<file path="src/rtl/tmds_period_scheduler.sv">
// TMDS period sequencer: delays pixel data/syncs by L cycles and schedules
// control, preamble, guard band and active video periods to line up with them.
module tmds_period_scheduler #(
    parameter int DATA_W       = 24,
    parameter int PREAMBLE_LEN = 8,
    parameter int GUARD_LEN    = 2,
    parameter int MIN_CTRL     = 12
) (
    input  logic              pixel_clk,
    input  logic              rst,
    input  logic              hdmi_mode,
    input  logic              de_in,
    input  logic              hsync_in,
    input  logic              vsync_in,
    input  logic [DATA_W-1:0] rgb_in,
    output logic              de_out,
    output logic              hsync_out,
    output logic              vsync_out,
    output logic [DATA_W-1:0] rgb_out,
    output logic [1:0]        period,
    output logic [3:0]        ctl,
    output logic              err_short
);

    localparam int L       = PREAMBLE_LEN + GUARD_LEN + 1;
    localparam int PW      = DATA_W + 3;
    localparam int SEQ_MAX = (PREAMBLE_LEN > GUARD_LEN) ? PREAMBLE_LEN : GUARD_LEN;
    localparam int SEQ_W   = $clog2(SEQ_MAX + 1);
    localparam int CC_W    = $clog2(MIN_CTRL + 1);

    localparam logic [1:0] ST_CTRL  = 2'd0;
    localparam logic [1:0] ST_PRE   = 2'd1;
    localparam logic [1:0] ST_GUARD = 2'd2;
    localparam logic [1:0] ST_VIDEO = 2'd3;

    // Stage 0 is the input register; stage L drives the outputs, so data
    // sampled at edge n appears on the outputs at edge n+L.
    logic [PW-1:0] pipe_q [0:L];
    logic [PW-1:0] pipe_d [0:L];

    logic              hdmi_s_q, hdmi_s_d;
    logic [1:0]        state_q, state_d;
    logic [SEQ_W-1:0]  seq_cnt_q, seq_cnt_d;
    logic [CC_W-1:0]   ctrl_cnt_q, ctrl_cnt_d;
    logic              err_q, err_d;
    logic [3:0]        ctl_q, ctl_d;

    logic              rise;
    logic              de_next;

    always_comb begin
        pipe_d[0] = {de_in, hsync_in, vsync_in, rgb_in};
        for (int i = 1; i <= L; i++) begin
            pipe_d[i] = pipe_q[i-1];
        end
    end

    assign hdmi_s_d = hdmi_mode;
    assign rise     = pipe_q[0][PW-1] & ~pipe_q[1][PW-1];
    assign de_next  = pipe_q[L-1][PW-1];

    always_comb begin
        state_d   = state_q;
        seq_cnt_d = seq_cnt_q;
        case (state_q)
            ST_CTRL: begin
                // Data already reaching the outputs takes precedence over a new edge.
                if (de_next) begin
                    state_d = ST_VIDEO;
                end else if (rise && hdmi_s_q) begin
                    state_d   = ST_PRE;
                    seq_cnt_d = SEQ_W'(PREAMBLE_LEN - 1);
                end
            end
            ST_PRE: begin
                if (seq_cnt_q == '0) begin
                    state_d   = ST_GUARD;
                    seq_cnt_d = SEQ_W'(GUARD_LEN - 1);
                end else begin
                    seq_cnt_d = seq_cnt_q - SEQ_W'(1);
                end
            end
            ST_GUARD: begin
                if (seq_cnt_q == '0) begin
                    state_d = de_next ? ST_VIDEO : ST_CTRL;
                end else begin
                    seq_cnt_d = seq_cnt_q - SEQ_W'(1);
                end
            end
            ST_VIDEO: begin
                if (!de_next) begin
                    state_d = ST_CTRL;
                end
            end
            default: state_d = ST_CTRL;
        endcase
    end

    always_comb begin
        ctrl_cnt_d = ctrl_cnt_q;
        if (state_d != ST_CTRL) begin
            ctrl_cnt_d = '0;
        end else if (state_q == ST_CTRL && ctrl_cnt_q < CC_W'(MIN_CTRL)) begin
            ctrl_cnt_d = ctrl_cnt_q + CC_W'(1);
        end
    end

    assign err_d = err_q | (rise & ((state_q != ST_CTRL) | (ctrl_cnt_q < CC_W'(MIN_CTRL))));
    assign ctl_d = (state_d == ST_PRE) ? 4'b0001 : 4'b0000;

    always_ff @(posedge pixel_clk) begin
        if (rst) begin
            for (int i = 0; i <= L; i++) begin
                pipe_q[i] <= '0;
            end
            hdmi_s_q   <= 1'b0;
            state_q    <= ST_CTRL;
            seq_cnt_q  <= '0;
            ctrl_cnt_q <= '0;
            err_q      <= 1'b0;
            ctl_q      <= 4'b0000;
        end else begin
            for (int i = 0; i <= L; i++) begin
                pipe_q[i] <= pipe_d[i];
            end
            hdmi_s_q   <= hdmi_s_d;
            state_q    <= state_d;
            seq_cnt_q  <= seq_cnt_d;
            ctrl_cnt_q <= ctrl_cnt_d;
            err_q      <= err_d;
            ctl_q      <= ctl_d;
        end
    end

    assign de_out    = pipe_q[L][PW-1];
    assign hsync_out = pipe_q[L][PW-2];
    assign vsync_out = pipe_q[L][PW-3];
    assign rgb_out   = pipe_q[L][DATA_W-1:0];
    assign period    = state_q;
    assign ctl       = ctl_q;
    assign err_short = err_q;

endmodule

</file>
<file path="config.mk">
export PLATFORM = sky130hd
export DESIGN_NAME = tmds_period_scheduler
export DESIGN_NICKNAME = d
export VERILOG_FILES = /design/src/rtl/tmds_period_scheduler.sv
export SDC_FILE = /design/constraint.sdc
export NUM_CORES = 1
export LEC_CHECK = 0
export CAP_MARGIN = 20
export CORE_UTILIZATION = 44
export DETAILED_ROUTE_END_ITERATION = 8
export HOLD_SLACK_MARGIN = 0.05
export PLACE_DENSITY = 0.61
export REMOVE_ABC_BUFFERS = 1
export SLEW_MARGIN = 5
export SYNTH_ARGS = -nofsm -noshare
export SYNTH_HDL_FRONTEND = slang
export SYNTH_SLANG_ARGS = --single-unit
</file>
<file path="constraint.sdc">
create_clock -name pixel_clk -period 2.06 [get_ports pixel_clk]
set_input_delay 0.515 -clock pixel_clk [delete_from_list [all_inputs] [get_ports pixel_clk]]
set_output_delay 0.515 -clock pixel_clk [all_outputs]
set_load 0.005 [all_outputs]
</file>
-- Yosys cells after proc, flatten, opt, wreduce, memory -nomap -nowiden
Memory sizes are Yosys's and may differ from the RTL's.
Cells that the tools add are included.
- bits in registers: 16
- RAM bits: 324
- output and inout bits: 34
- word-level logic and storage cells: 71
- memories kept: 1
- add/subtract/negate cells: 2
- $lt $le $gt $ge: 1
- equality and inequality tests: 7
- muxes and demuxes: 28
- bitwise operators: 17
- reduce and logical (&&, ||, !) cells: 9
- memory list (name ; depth ; bits a word ; read ports ; clocked after Yosys merged registers in ; write ports ; RTL line ; RTL):
    pipe_q ; 12 ; 27 ; 12 ; 0 ; 12 ; 38 ; logic [PW-1:0] pipe_q [0:L];
- operators with widths (cell ; number):
    $mux 27 ; 12
    $mux 4 ; 4
    $or 1x1->1 ; 14
    $mux 2 ; 6
    $pmux 4 s3 ; 1
    $pmux 2 s4 ; 1
    $ne 2x2->1 const B ; 3
    $add 4x1->4 const B ; 1
    $eq 2x1->1 const B ; 2
    $eq 2x2->1 const B ; 2
    $logic_not 4->1 ; 1
    $lt 4x4->1 const B ; 1
    $mux 1 ; 4
    $reduce_and 4->1 ; 1
    $reduce_bool 2->1 ; 2
    $sub 4x1->4 const B ; 1
    $reduce_bool 3->1 ; 1
    $and 1x1->1 ; 2
    $logic_and 1x1->1 ; 2
    $logic_not 2->1 ; 1
    $reduce_or 2->1 ; 1
    $not 1->1 ; 1

-- Logic depth before layout (Yosys ltp)
Gate-level depths: netlist of the first run.
An unclocked memory read counts as a cell.
- depth in word-level cells: 9
- gate-level depth with buffers: 7

-- Worst setup path before layout of the first run
No wires, ideal clock.
- path kind: reg-to-reg
- start point: register state_q[0] (netlist: period[0])
- end point: register ctl_q[0] (netlist: ctl[0])
- setup time: 0.121 ns
- data arrival time: 1.644 ns
- slack: 0.295 ns
- stages on the path, launching flop included: 8
- path through: dfxtp_1 > inv_1 > ha_1 > buf_2 > a21o_1 > a221oi_1 > nand3_2 > nor2b_1
- longest elaborated chain between the ends: 5
- ends and longest elaborated chain (element ; RTL line ; RTL):
    start, declared ; 42 ; logic [1:0] state_q, state_d;
    start signal, assigned ; 127 ; state_q <= state_d;
    $mux 2 ; 70 ; end else if (rise && hdmi_s_q) begin
    $mux 2 ; 68 ; if (de_next) begin
    $pmux 2 s4 * ; 65 ; case (state_q)
    $eq 2x1->1 * ; 109 ; assign ctl_d = (state_d == ST_PRE) ? 4'b0001 : 4'b0000;
    $mux 1 * ; 109 ;
    end signal, assigned ; 131 ; ctl_q <= ctl_d;
    end, declared ; 46 ; logic [3:0] ctl_q, ctl_d;
Mark *: on every way between the ends. The rest lies on a longest branch, timed or not.
A chain may end at the register's enable or synchronous reset.

-- Worst setup path after layout of the first run
- start point: register seq_cnt_q[0]
- end point: register seq_cnt_q[2]
- longest elaborated chain between the ends: 3
- ends and longest elaborated chain (element ; RTL line ; RTL):
    start, declared ; 43 ; logic [SEQ_W-1:0] seq_cnt_q, seq_cnt_d;
    start signal, assigned ; 128 ; seq_cnt_q <= seq_cnt_d;
    $sub 4x1->4 / $logic_not 4->1 (equally long branches) ; -- ;
    $mux 4, or another cell as far along ; 84 ; if (seq_cnt_q == '0) begin
    $pmux 4 s3 / $reduce_and 4->1 (equally long branches) ; -- ;
Parallel ways exist; a longest one is shown, timed or not. The select of a mux whose other input is x is not followed.

==> results of run 1 <==
## critical path: stages, from the launching register on
cell and delay, ns:
dfxtp_1 0.34, inv_1 0.10, ha_1 0.19, or3b_1 0.41, a21oi_1 0.38, o21ai_0 0.18
a32o_1 0.22
## layout make-up
class	count	area, sq um
Fill cell	1769	9610
Sequential cell	337	6750
Multi-Input combinational cell	391	2570
Clock buffer	50	991
Timing Repair Buffer	66	676
Tap cell	275	344
Clock inverter	8	120
Inverter	6	22.5
## final timing paths
| kind | from | to | slack, ns | cells after the start |
|---|---|---|---|---|
| max | seq_cnt_q[0]$_SDFFE_PP0P_ | seq_cnt_q[2]$_SDFFE_PP0P_ | 0.13 | 6 |
| min | rst | pipe_q[0][101]$_SDFF_PP0_ | 0.34 | 2 |
| max reg2reg | seq_cnt_q[0]$_SDFFE_PP0P_ | seq_cnt_q[2]$_SDFFE_PP0P_ | 0.13 | 6 |
| min reg2reg | pipe_q[0][176]$_SDFF_PP0_ | pipe_q[0][203]$_SDFF_PP0_ | 0.42 | 1 |
## logic make-up after synthesis
| kind of cell | after synthesis | synth area share, % |
|---|---|---|
| AND/OR/NAND/NOR | 350 | 23.1 |
| adder cells (fa/ha/maj) | 7 | 0.924 |
| multiplexers | 3 | 0.330 |
| AO/OA/AOI/OAI | 27 | 2.27 |
| XOR/XNOR | 1 | 0.0925 |
| other | 1 | 0.0396 |
| buffers and inverters | 47 | 1.99 |
| flip-flops | 337 | 71.2 |
## state kept, by name, indices dropped and copies added (netlist names)
signal      flops
ctl             1
ctrl_cnt_q      4
err_short       1
hdmi_s_q        1
period          2
pipe_q        324
seq_cnt_q       4
## what timing repair did
item,4_1_cts,5_1_grt
gates cloned,0,0
setup endpoints to repair,2,9
resized for setup,2,4
endpoints found under the hold margin,0,0
## where the power goes
part	leakage [nW]	switching, mW	total [mW]	internal (mW)
combinational	1.20	0.168	0.325	0.157
clock	0.545	2.30	5.90	3.60
sequential	2.73	0.0329	6.65	6.62
total	4.48	2.50	12.9	10.4
## cell usage in the layout (no fill, tap or decap), types with 4 or more instances in the layout
master and n:
nor3_1 4, clkdlybuf4s50_1 59, inv_1 6, clkbuf_16 34, clkbuf_8 8, clkbuf_1 8, buf_4 4, ha_1 6
dfxtp_1 335, nor2b_1 325, nand2_1 4
## metal layers
metal / up-vias / global-route usage, % / share of wire (%)
met5: - / 0 / 0
met3: 48 / 3.15 / 5.7
li1: 2499 / - / -
met2: 109 / 17.0 / 46
met4: 0 / 6.68 / 4.7
met1: 2016 / 11.0 / 43
==> summary.txt, run 1 <==
Outcome
  • Status: completed

Power and ir drop
  • Total power draw: roughly 13 mW
  • Max VDD drop: roughly 580 uV
  • PwrDens: roughly 1100 nW/um^2
  • Leakage: approximately 4.5 nW

Finish
  • Final Non-Filler Cells: between 1k and 1.5k
  • Share of cells above drive strength 1: between 7 and 8%
  • N_diodes: 0
  • Final net count: 873
  • Fin util: 54.4%
  • Synth-to-layout area growth: 21.1%
  • Final instance area: ~11000 sq um

Clock tree
  • Num Clock Sinks: ~340
  • Num CTS Buffers: 34
  • Worst-Skew Late Latency: ~0.5 ns
  • Clock buffer depth: 3
  • CTS root buffer: clkbuf_16
  • CTS tree: yes
  • CTS clk-pin slew, worst paths: 0.06 ns
  • Hold_buf cts: 0
  • Htree depth: 2
  • Post-CTS setup buffers: 0

Worst setup path
  • Setup crit end kind: flip-flop
  • Critical path class: flip-flop to flip-flop
  • Critical path launch point type: flip-flop
  • CP arrival: 2.31 ns
  • Critical path required time: approximately 2.4 ns
  • Worst-path fanout max: 5

Route
  • # DRC: 0
  • Wirelength per Cell: ~9.5 um
  • Via-to-Cell Ratio: between 4 and 5
  • Vias: roughly 4.7k
  • Pre-Repair DR Iteration Count: 4
  • Post-Route WL: 10700 um
  • DRT iter0 DRCs: a little under 200
  • DRT antenna net count: 0

Place
  • Detail Placement HPWL: between 6000 and 7000 um
  • Post-place instance area: 10300 sq um
  • # port buffers: 60
  • RD Place Congestion: 0.687
  • Post-place setup slack: -0.00435 ns
  • DP Cell Count: between 1k and 1.5k

Global route
  • GRT Util Overall: approximately a tenth
  • Vias in the first global route: approximately 4.3k
  • Largest net degree at the start of global routing: a little under 100
  • First-pass GRT wire length: around 18000 um
  • Initial antenna violation count: 0
  • GRT overflow: 0

Run
  • Total of max-cap violations: 0

Synthesis
  • Top-count cell post-synth: dfxtp_1
  • Synth top area share: 71.2%
  • Ranking of synthesized cells by area: dfxtp_1, nor2b_1, clkbuf_1
  • Area leader, netlist: dfxtp_1
  • EDFF count, synth: 0
  • Distinct cells, synth: 42
  • Synthesized area per cell: about 12 sq um
  • FF+latch count, synth: 337
  • Synth Flop Type: dfxtp_1
  • Post-synth top cells: dfxtp_1, nor2b_1, clkbuf_1, ha_1, inv_1
  • Seq/Total Area, Yosys: between 70% and 80%
  • Async set-or-reset flop fraction in the synthesized netlist: 0%
  • Synth Cell Area: about 9500 sq um
  • Post-Synthesis Cells: around 770
  • YS warnings: 0

Timing
  • Fin Setup TNS: 0 ns
  • Fin. max-slew vios: 0
  • Slew margin rel.: 64.9%
  • Final period util: approximately 94%
  • Setup WS post-layout: approximately 0.13 ns
  • Fin Hold WS: between 0.3 and 0.4 ns
  • Fmax: approximately 520 MHz
  • Max Clock Skew: ~0.016 ns
  • Actual slew at the worst max-slew pin: ~0.52 ns
  • Period minus WS final: slightly below 2 ns
  • RSZ-0062 raised after global routing: no
  • Final setup viols: 0
  • Fin. Hold Viols: 0

Die
  • Die X: 149 um
  • Starting Density: approximately 45%
  • Cell Rows: 53
  • Die area: 22100 sq um
  • Top-level port count: between 60 and 70
  • DIE HEIGHT: approximately 150 um
  • Total core area: ~21000 sq um

Hold path
  • Worst hold path class: input port to flip-flop
Power figures use the tool's default switching activity.
==> inputs of run 2 (changes only) <==
- GPL_TIMING_DRIVEN: not set -> 0
- TNS_END_PERCENT: not set -> 5
- clock period: 2.06 -> 1.97 ns (I/O delays scaled with it)
==> run 2 against run 1 <==
  * Sequential share of layout area is 0.22 points higher
  * Global-route usage decreased by 0.23 points
  * Core utilization down 0.17 points
  * Final cell count is essentially flat
  * Sequential power rose by 4.7%
  * Worst hold slack improved by 0.049 ns
  * Routed wire length decreased by 2.5%
  * Clock power increased by 2%
  * First-iteration DRC count increased by 15%
  * Critical path depth stayed put
  * Total power is 3.4% higher
  * Combinational power up 4%
  * Critical path type unchanged
==> summary.txt, run 2 (synthesis results as in run 1) <==
Outcome
  • Status: completed

Worst setup path
  • Worst r2r dst: seq_cnt_q[2]$_SDFFE_PP0P_
  • Setup crit end kind: flip-flop
  • Worst-path fanout max: 7 (+2)
  • R2r setup slk: 0.06 ns (-0.07 ns)
  • CP arrival: 2.30 ns (about the same)
  • CP cell instances: inv_1 > ha_1 > nor3b_1 > a221oi_2 > o21ai_1 > a32o_1
  • Critical path endpoint: seq_cnt_q[2]$_SDFFE_PP0P_
  • CP Launch Point: seq_cnt_q[1]$_SDFFE_PP0P_
  • Critical path class: flip-flop to flip-flop
  • Cell depth of the worst flop-to-flop path: 6 (unchanged)
  • Critical Path Slowest Stage Cell: a221oi_2
  • Critical path launch point type: flip-flop
  • Critical path required time: 2.35 ns (-0.09 ns)
  • Reg2reg start: seq_cnt_q[1]$_SDFFE_PP0P_
  • Critical Path Max Stage Delay: 0.48 ns (+0.07 ns)

Finish
  • Final net count: 869 (-0.46%)
  • Most frequent cells in the layout: dfxtp_1, nor2b_1, clkdlybuf4s50_1
  • Final instance area: 11400 sq um (-0.32%)
  • Biggest regs: pipe_q (324), ctrl_cnt_q (4), seq_cnt_q (4)
  • Synth-to-layout area growth: 20.7%
  • Most common cell after layout, fill and taps aside: dfxtp_1
  • Most flops, register: pipe_q
  • N_diodes: 0 (unchanged)
  • Max FFs per register: 324 (unchanged)
  • Final Non-Filler Cells: 1132 (-0.088%)
  • Fin util: 54.2% (-0.17 points)
  • Share of cells above drive strength 1: 7.58% (-0.34 points)

Clock tree
  • CTS tree: yes
  • Num Clock Sinks: 337 (unchanged)
  • Post-CTS setup buffers: 0 (unchanged)
  • Hold_buf cts: 0 (unchanged)
  • Num CTS Buffers: 34 (unchanged)
  • CTS clk-pin slew, worst paths: 0.06 ns (about the same)
  • CTS root buffer: clkbuf_16
  • Worst-Skew Late Latency: 0.49 ns (about the same)
  • Htree depth: 2 (unchanged)
  • Clock buffer depth: 3 (unchanged)

Global route
  • Initial antenna violation count: 0 (unchanged)
  • Largest net degree at the start of global routing: 135 (+38%)
  • Vias in the first global route: 4313 (-0.60%)
  • Met2 usage: 17.2% (+0.28 points)
  • Global route hottest layer: met2
  • Grt met1 use: 10.2% (-0.85 points)
  • GRT Util Overall: 9.88% (-0.23 points)
  • M3 GR Usage: 3.21% (+0.061 points)
  • GRT overflow: 0 (unchanged)
  • First-pass GRT wire length: 18000 um (-2.2%)

Timing
  • Period minus WS final: 1.91 ns (-0.0164 ns)
  • Final period util: 97.2% (+3.4 points)
  • Setup WS post-layout: 0.0554 ns (-0.0736 ns)
  • Max Clock Skew: 0.0118 ns (-0.00387 ns)
  • Fmax: 522 MHz (+0.86%)
  • Fin. Hold Viols: 0 (unchanged)
  • Fin Hold WS: 0.392 ns (+0.0489 ns)
  • RSZ-0062 raised after global routing: yes
  • Fin. max-slew vios: 0 (unchanged)
  • Fin Setup TNS: 0 ns (unchanged)
  • Final setup viols: 0 (unchanged)

Die
  • Top-level port count: 64 (unchanged)
  • Starting Density: 44.9% (unchanged)
  • DIE HEIGHT: 149 um (unchanged)
  • Die area: 22100 sq um (unchanged)
  • Cell Rows: 53 (unchanged)
  • Total core area: 21100 sq um (unchanged)
  • Die X: 149 um (unchanged)

Route
  • DRT antenna net count: 0 (unchanged)
  • Vias: 4647 (-0.54%)
  • DRT iter0 DRCs: 229 (+15%)
  • Post-Route WL: 10500 um (-2.5%)
  • Via-to-Cell Ratio: 4.11 (-0.45%)
  • Pre-Repair DR Iteration Count: 5 (+1)
  • Wirelength per Cell: 9.25 um (-2.5%)
  • # DRC: 0 (unchanged)

Power and ir drop
  • Leakage: 4.46 nW (-0.48%)
  • Total power draw: 13.3 mW (+3.4%)
  • PwrDens: 1160 nW/um^2 (+3.7%)
  • Max VDD drop: 515 uV (-12%)

Place
  • Detail Placement HPWL: 5790 um (-3.8%)
  • DP Cell Count: 1071 (-0.37%)
  • Post-place instance area: 10300 sq um (-0.15%)
  • # port buffers: 60 (unchanged)
  • RD Place Congestion: 0.667 (-2.9%)
  • Post-place setup slack: -0.0679 ns (-0.0635 ns)

Run
  • Total of max-cap violations: 0 (unchanged)

Hold path
  • Worst hold path class: input port to flip-flop
==> run 2: cell count changes in the layout (fill, tap and decap cells not counted) <==
cell,before,now
dfxtp_4,0,1
a221oi_2,1,2
clkinv_8,2,1
buf_16,0,2
buf_4,4,0
a221oi_4,1,0
dfxtp_1,335,334
buf_12,2,0
bufinv_16,2,1
a21oi_1,3,2
clkbuf_1,8,12
clkbuf_8,8,9
a21oi_2,0,1
==> run 2: worst min-delay path by stage <==
| stage | slack [ns] | depth (start not counted) | from | to |
|---|---|---|---|---|
| 3_3_place_gp | 0.42 | 1 | pipe_q[0][173]$_SDFF_PP0_ | pipe_q[0][200]$_SDFF_PP0_ |
| 2_1_floorplan | 0.41 | 1 | pipe_q[0][73]$_SDFF_PP0_ | pipe_q[0][100]$_SDFF_PP0_ |
| 5_1_grt | 0.40 | 2 | rst | pipe_q[0][17]$_SDFF_PP0_ |
| 6_report | 0.39 | 2 | rst | pipe_q[0][3]$_SDFF_PP0_ |
| 4_1_cts | 0.38 | 2 | rst | pipe_q[0][3]$_SDFF_PP0_ |
| 3_5_place_dp | 0.42 | 1 | pipe_q[0][122]$_SDFF_PP0_ | pipe_q[0][149]$_SDFF_PP0_ |
==> run 2: cell type report <==
type / count / area, sq um
clock inverter: 6 / 73.8
fill: 1793 / 9650
inverter: 6 / 22.5
timing repair buffer: 62 / 661
sequential: 337 / 6750
clock buffer: 55 / 1020
tap: 275 / 344
multi-input combinational: 391 / 2570
==> run 2: routing by layer <==
metal	routed length, um	up-vias
met5	0	-
met4	374	0
met3	644	39
met2	5060	131
li1	-	2495
met1	4400	1982
==> run 2: critical path, delay by kind of cell, from the launching register on <==
family	cells	cell delay, ns
AND/OR/NAND/NOR	1	0.18
buffers and inverters	1	0.10
adder cells (fa/ha/maj)	1	0.23
flip-flops	1	0.40
AO/OA/AOI/OAI	3	0.90
==> run 2: where the power goes <==
group	total (mW)	internal, mW	leakage [nW]	switching [mW]
Combinational	0.338	0.162	1.19	0.176
Clock	6.02	3.68	0.536	2.33
Sequential	6.96	6.92	2.73	0.0358
Total	13.3	10.8	4.46	2.55
==> run 2: what timing repair did <==
| action | 4_1_cts | 5_1_grt |
|---|---|---|
| pin swaps | 0 | 1 |
| endpoints found under the setup margin | 6 | 10 |
| gates resized for setup | 2 | 6 |
==> inputs of run 3 (changes only) <==
- PLACE_DENSITY: 0.61 -> 0.64
- clock period: 1.97 -> 1.6 ns (I/O delays scaled with it)
==> run 3 against run 2 <==
  * The flow now finishes with violations (negative setup slack)
  * Core utilization is 0.57 points higher
  * Sequential share of layout area fell by 0.58 points
  * Worst hold slack got worse by 0.14 ns
  * Critical path type unchanged
  * Non-clock buffer count is 13 higher
==> summary.txt, run 3 (synthesis results as in run 1) <==
Clock tree
  • Num CTS Buffers: 34 (unchanged)
  • Clock buffer depth: 3 (unchanged)
  • CTS tree: yes
  • CTS root buffer: clkbuf_16
  • Hold_buf cts: 0 (unchanged)
  • Worst-Skew Late Latency: 0.49 ns (about the same)
  • Num Clock Sinks: 337 (unchanged)
  • CTS clk-pin slew, worst paths: 0.06 ns (about the same)
  • Htree depth: 2 (unchanged)

Timing
  • Period minus WS final: 1.66 ns (-0.257 ns)
  • Fin Hold WS: 0.256 ns (-0.136 ns)
  • Fmax: 603 MHz (+16%)
  • Max Clock Skew: 0.0115 ns (-0.000248 ns)
  • Fin. max-slew vios: 0 (unchanged)
  • Final setup viols: 5 (+5)
  • Fin Setup TNS: -0.206 ns (-0.206 ns)
  • Fin. Hold Viols: 0 (unchanged)
  • Setup WS post-layout: -0.0573 ns (-0.113 ns)
  • Final period util: 104% (+6.4 points)
  • RSZ-0062 raised after global routing: yes

Finish
  • Max FFs per register: 324 (unchanged)
  • Synth-to-layout area growth: 22.0%
  • N_diodes: 0 (unchanged)
  • Share of cells above drive strength 1: 9.95% (+2.4 points)
  • Final Non-Filler Cells: 1139 (+0.62%)
  • Fin util: 54.8% (+0.57 points)
  • Most frequent cells in the layout: dfxtp_1, nor2b_1, clkbuf_16
  • Most flops, register: pipe_q
  • Final net count: 882 (+1.5%)
  • # fillers: 1869 (+4.2%)
  • Biggest regs: pipe_q (324), ctrl_cnt_q (4), seq_cnt_q (4)
  • Most common cell after layout, fill and taps aside: dfxtp_1

Worst setup path
  • Critical Path Max Stage Delay: 0.41 ns (-0.07 ns)
  • Critical Path Slowest Stage Cell: or3b_4
  • Critical path class: flip-flop to flip-flop
  • CP arrival: 2.03 ns (-0.27 ns)
  • Cell depth of the worst flop-to-flop path: 6 (unchanged)
  • Worst path buffer plus inverter count: 1 (unchanged)
  • Critical path launch point type: flip-flop
  • R2r setup slk: -0.06 ns (-0.11 ns)
  • Worst r2r dst: ctl[0]$_SDFF_PP0_
  • Reg2reg start: seq_cnt_q[1]$_SDFFE_PP0P_
  • Worst-path fanout max: 5 (-2)
  • Critical path required time: 1.97 ns (-0.38 ns)
  • CP cell instances: inv_2 > ha_4 > or3b_4 > a21o_1 > o211ai_4 > nor2b_1
  • Setup crit end kind: flip-flop
  • Crit path max-delay family: compound AO/OA/AOI/OAI gates

Die
  • Total core area: 21100 sq um (unchanged)
  • Die area: 22100 sq um (unchanged)
  • Cell Rows: 53 (unchanged)
  • Starting Density: 44.9% (unchanged)
  • Die X: 149 um (unchanged)
  • DIE HEIGHT: 149 um (unchanged)
  • Top-level port count: 64 (unchanged)

Route
  • Vias: 4558 (-1.9%)
  • Wirelength per Cell: 9.39 um (+1.5%)
  • DRT antenna net count: 0 (unchanged)
  • DRT iter0 DRCs: 116 (-49%)
  • # DRC: 0 (unchanged)
  • Pre-Repair DR Iteration Count: 4 (-1)
  • Post-Route WL: 10700 um (+2.1%)
  • Via-to-Cell Ratio: 4.00 (-2.5%)

Global route
  • Initial antenna violation count: 0 (unchanged)
  • Vias in the first global route: 3905 (-9.5%)
  • GRT Util Overall: 9.43% (-0.45 points)
  • Largest net degree at the start of global routing: 135 (unchanged)
  • First-pass GRT wire length: 17100 um (-5.1%)
  • GRT overflow: 0 (unchanged)

Power and ir drop
  • Sw frac: 19.6% (+0.48 points)
  • Flop pwr share: 53.5% (+1.2 points)
  • Max VDD drop: 594 uV (+15%)
  • Comb pwr share: 3.0% (+0.5 points)
  • PwrDens: 1390 nW/um^2 (+19%)
  • Leakage: 4.66 nW (+4.5%)
  • Clk network pwr share: 43.5% (-1.7 points)
  • Pint: 12.9 mW (+20%)
  • Switching Power: 3.14 mW (+23%)

Run
  • Total of max-cap violations: 0 (unchanged)

Place
  • Post-place setup slack: -0.867 ns (-0.800 ns)
  • Detail Placement HPWL: 4770 um (-18%)
  • RD Place Congestion: 0.708 (+6.1%)
  • DP Cell Count: 1071 (unchanged)
  • # port buffers: 60 (unchanged)

Hold path
  • Hold Crit Depth: 2 (unchanged)
  • Worst Min Path Start: rst
  • Worst hold path class: input port to flip-flop
  • Hold path endpoint: pipe_q[0][311]$_SDFF_PP0_

Outcome
  • Status: finished, violations left
  • Violated checks: negative setup slack
==> run 3: cell types whose count changed in the layout (fill, tap and decap cells not counted), moves of 2 or more <==
cell,before,now
buf_4,0,10
clkbuf_16,34,36
clkbuf_8,9,2
clkdlybuf4s50_1,59,28
dlygate4sd2_1,0,31
ha_1,6,4
ha_4,0,3
inv_1,6,2
inv_2,0,4
nor3_1,4,0
nor3_2,0,3
==> run 3: repair_timing <==
| action | in CTS | in global routing |
|---|---|---|
| gates cloned | 1 | 1 |
| resized for setup | 50 | 15 |
| setup buffers | 6 | 5 |
| pin swaps | 6 | 10 |
| endpoints found under the setup margin | 42 | 9 |
==> run 3: stage by stage <==
step / instance area (sq um) / power (mW)
floorplan: 9320 / 8.91
global placement: 10300 / 9.14
detailed placement: 10300 / 9.15
CTS: 11400 / 16.2
global route: 11600 / 16.7
finish: 11600 / 16.0
==> run 3: layer usage <==
metal | track usage (%) | wire length [um]
met5 | 0 | 0
met1 | 10.7 | 5010
met4 | 5.92 | 397
met3 | 3.30 | 544
met2 | 15.2 | 4740
==> run 3: area by class of cell <==
| cell class | instances | area [sq um] | area share [%] |
|---|---|---|---|
| clock buffers | 50 | 952 | 8.24 |
| clock inverters | 5 | 32.5 | 0.281 |
| inverters | 6 | 22.5 | 0.195 |
| multi-input cells | 391 | 2690 | 23.2 |
| flip-flops and latches | 337 | 6760 | 58.4 |
| well taps | 275 | 344 | 2.98 |
| repair buffers | 75 | 764 | 6.61 |
==> run 3: power by group through the flow <==
| stage | sequential (mW) | combinational, mW | clock [mW] |
|---|---|---|---|
| floorplan | 8.73 | 0.175 | 0 |
| detailed placement | 8.74 | 0.405 | 0 |
| global placement | 8.74 | 0.399 | 0 |
| CTS | 8.56 | 0.448 | 7.24 |
| global route | 8.57 | 0.543 | 7.56 |
| finish | 8.56 | 0.486 | 6.96 |
==> run 3: worst max path at each step <==
| stage | startpoint | to | slack, ns | depth (start not counted) |
|---|---|---|---|---|
| 2_1_floorplan | period[0]$_SDFF_PP0_ | ctl[0]$_SDFF_PP0_ | -0.14 | 6 |
| 3_3_place_gp | rst | seq_cnt_q[3]$_SDFFE_PP0P_ | -9.58 | 4 |
| 3_5_place_dp | rst | seq_cnt_q[2]$_SDFFE_PP0P_ | -0.87 | 6 |
| 4_1_cts | rst | seq_cnt_q[2]$_SDFFE_PP0P_ | -0.06 | 6 |
| 5_1_grt | seq_cnt_q[0]$_SDFFE_PP0P_ | ctl[0]$_SDFF_PP0_ | -0.1 | 6 |
| 6_report | seq_cnt_q[1]$_SDFFE_PP0P_ | ctl[0]$_SDFF_PP0_ | -0.06 | 6 |
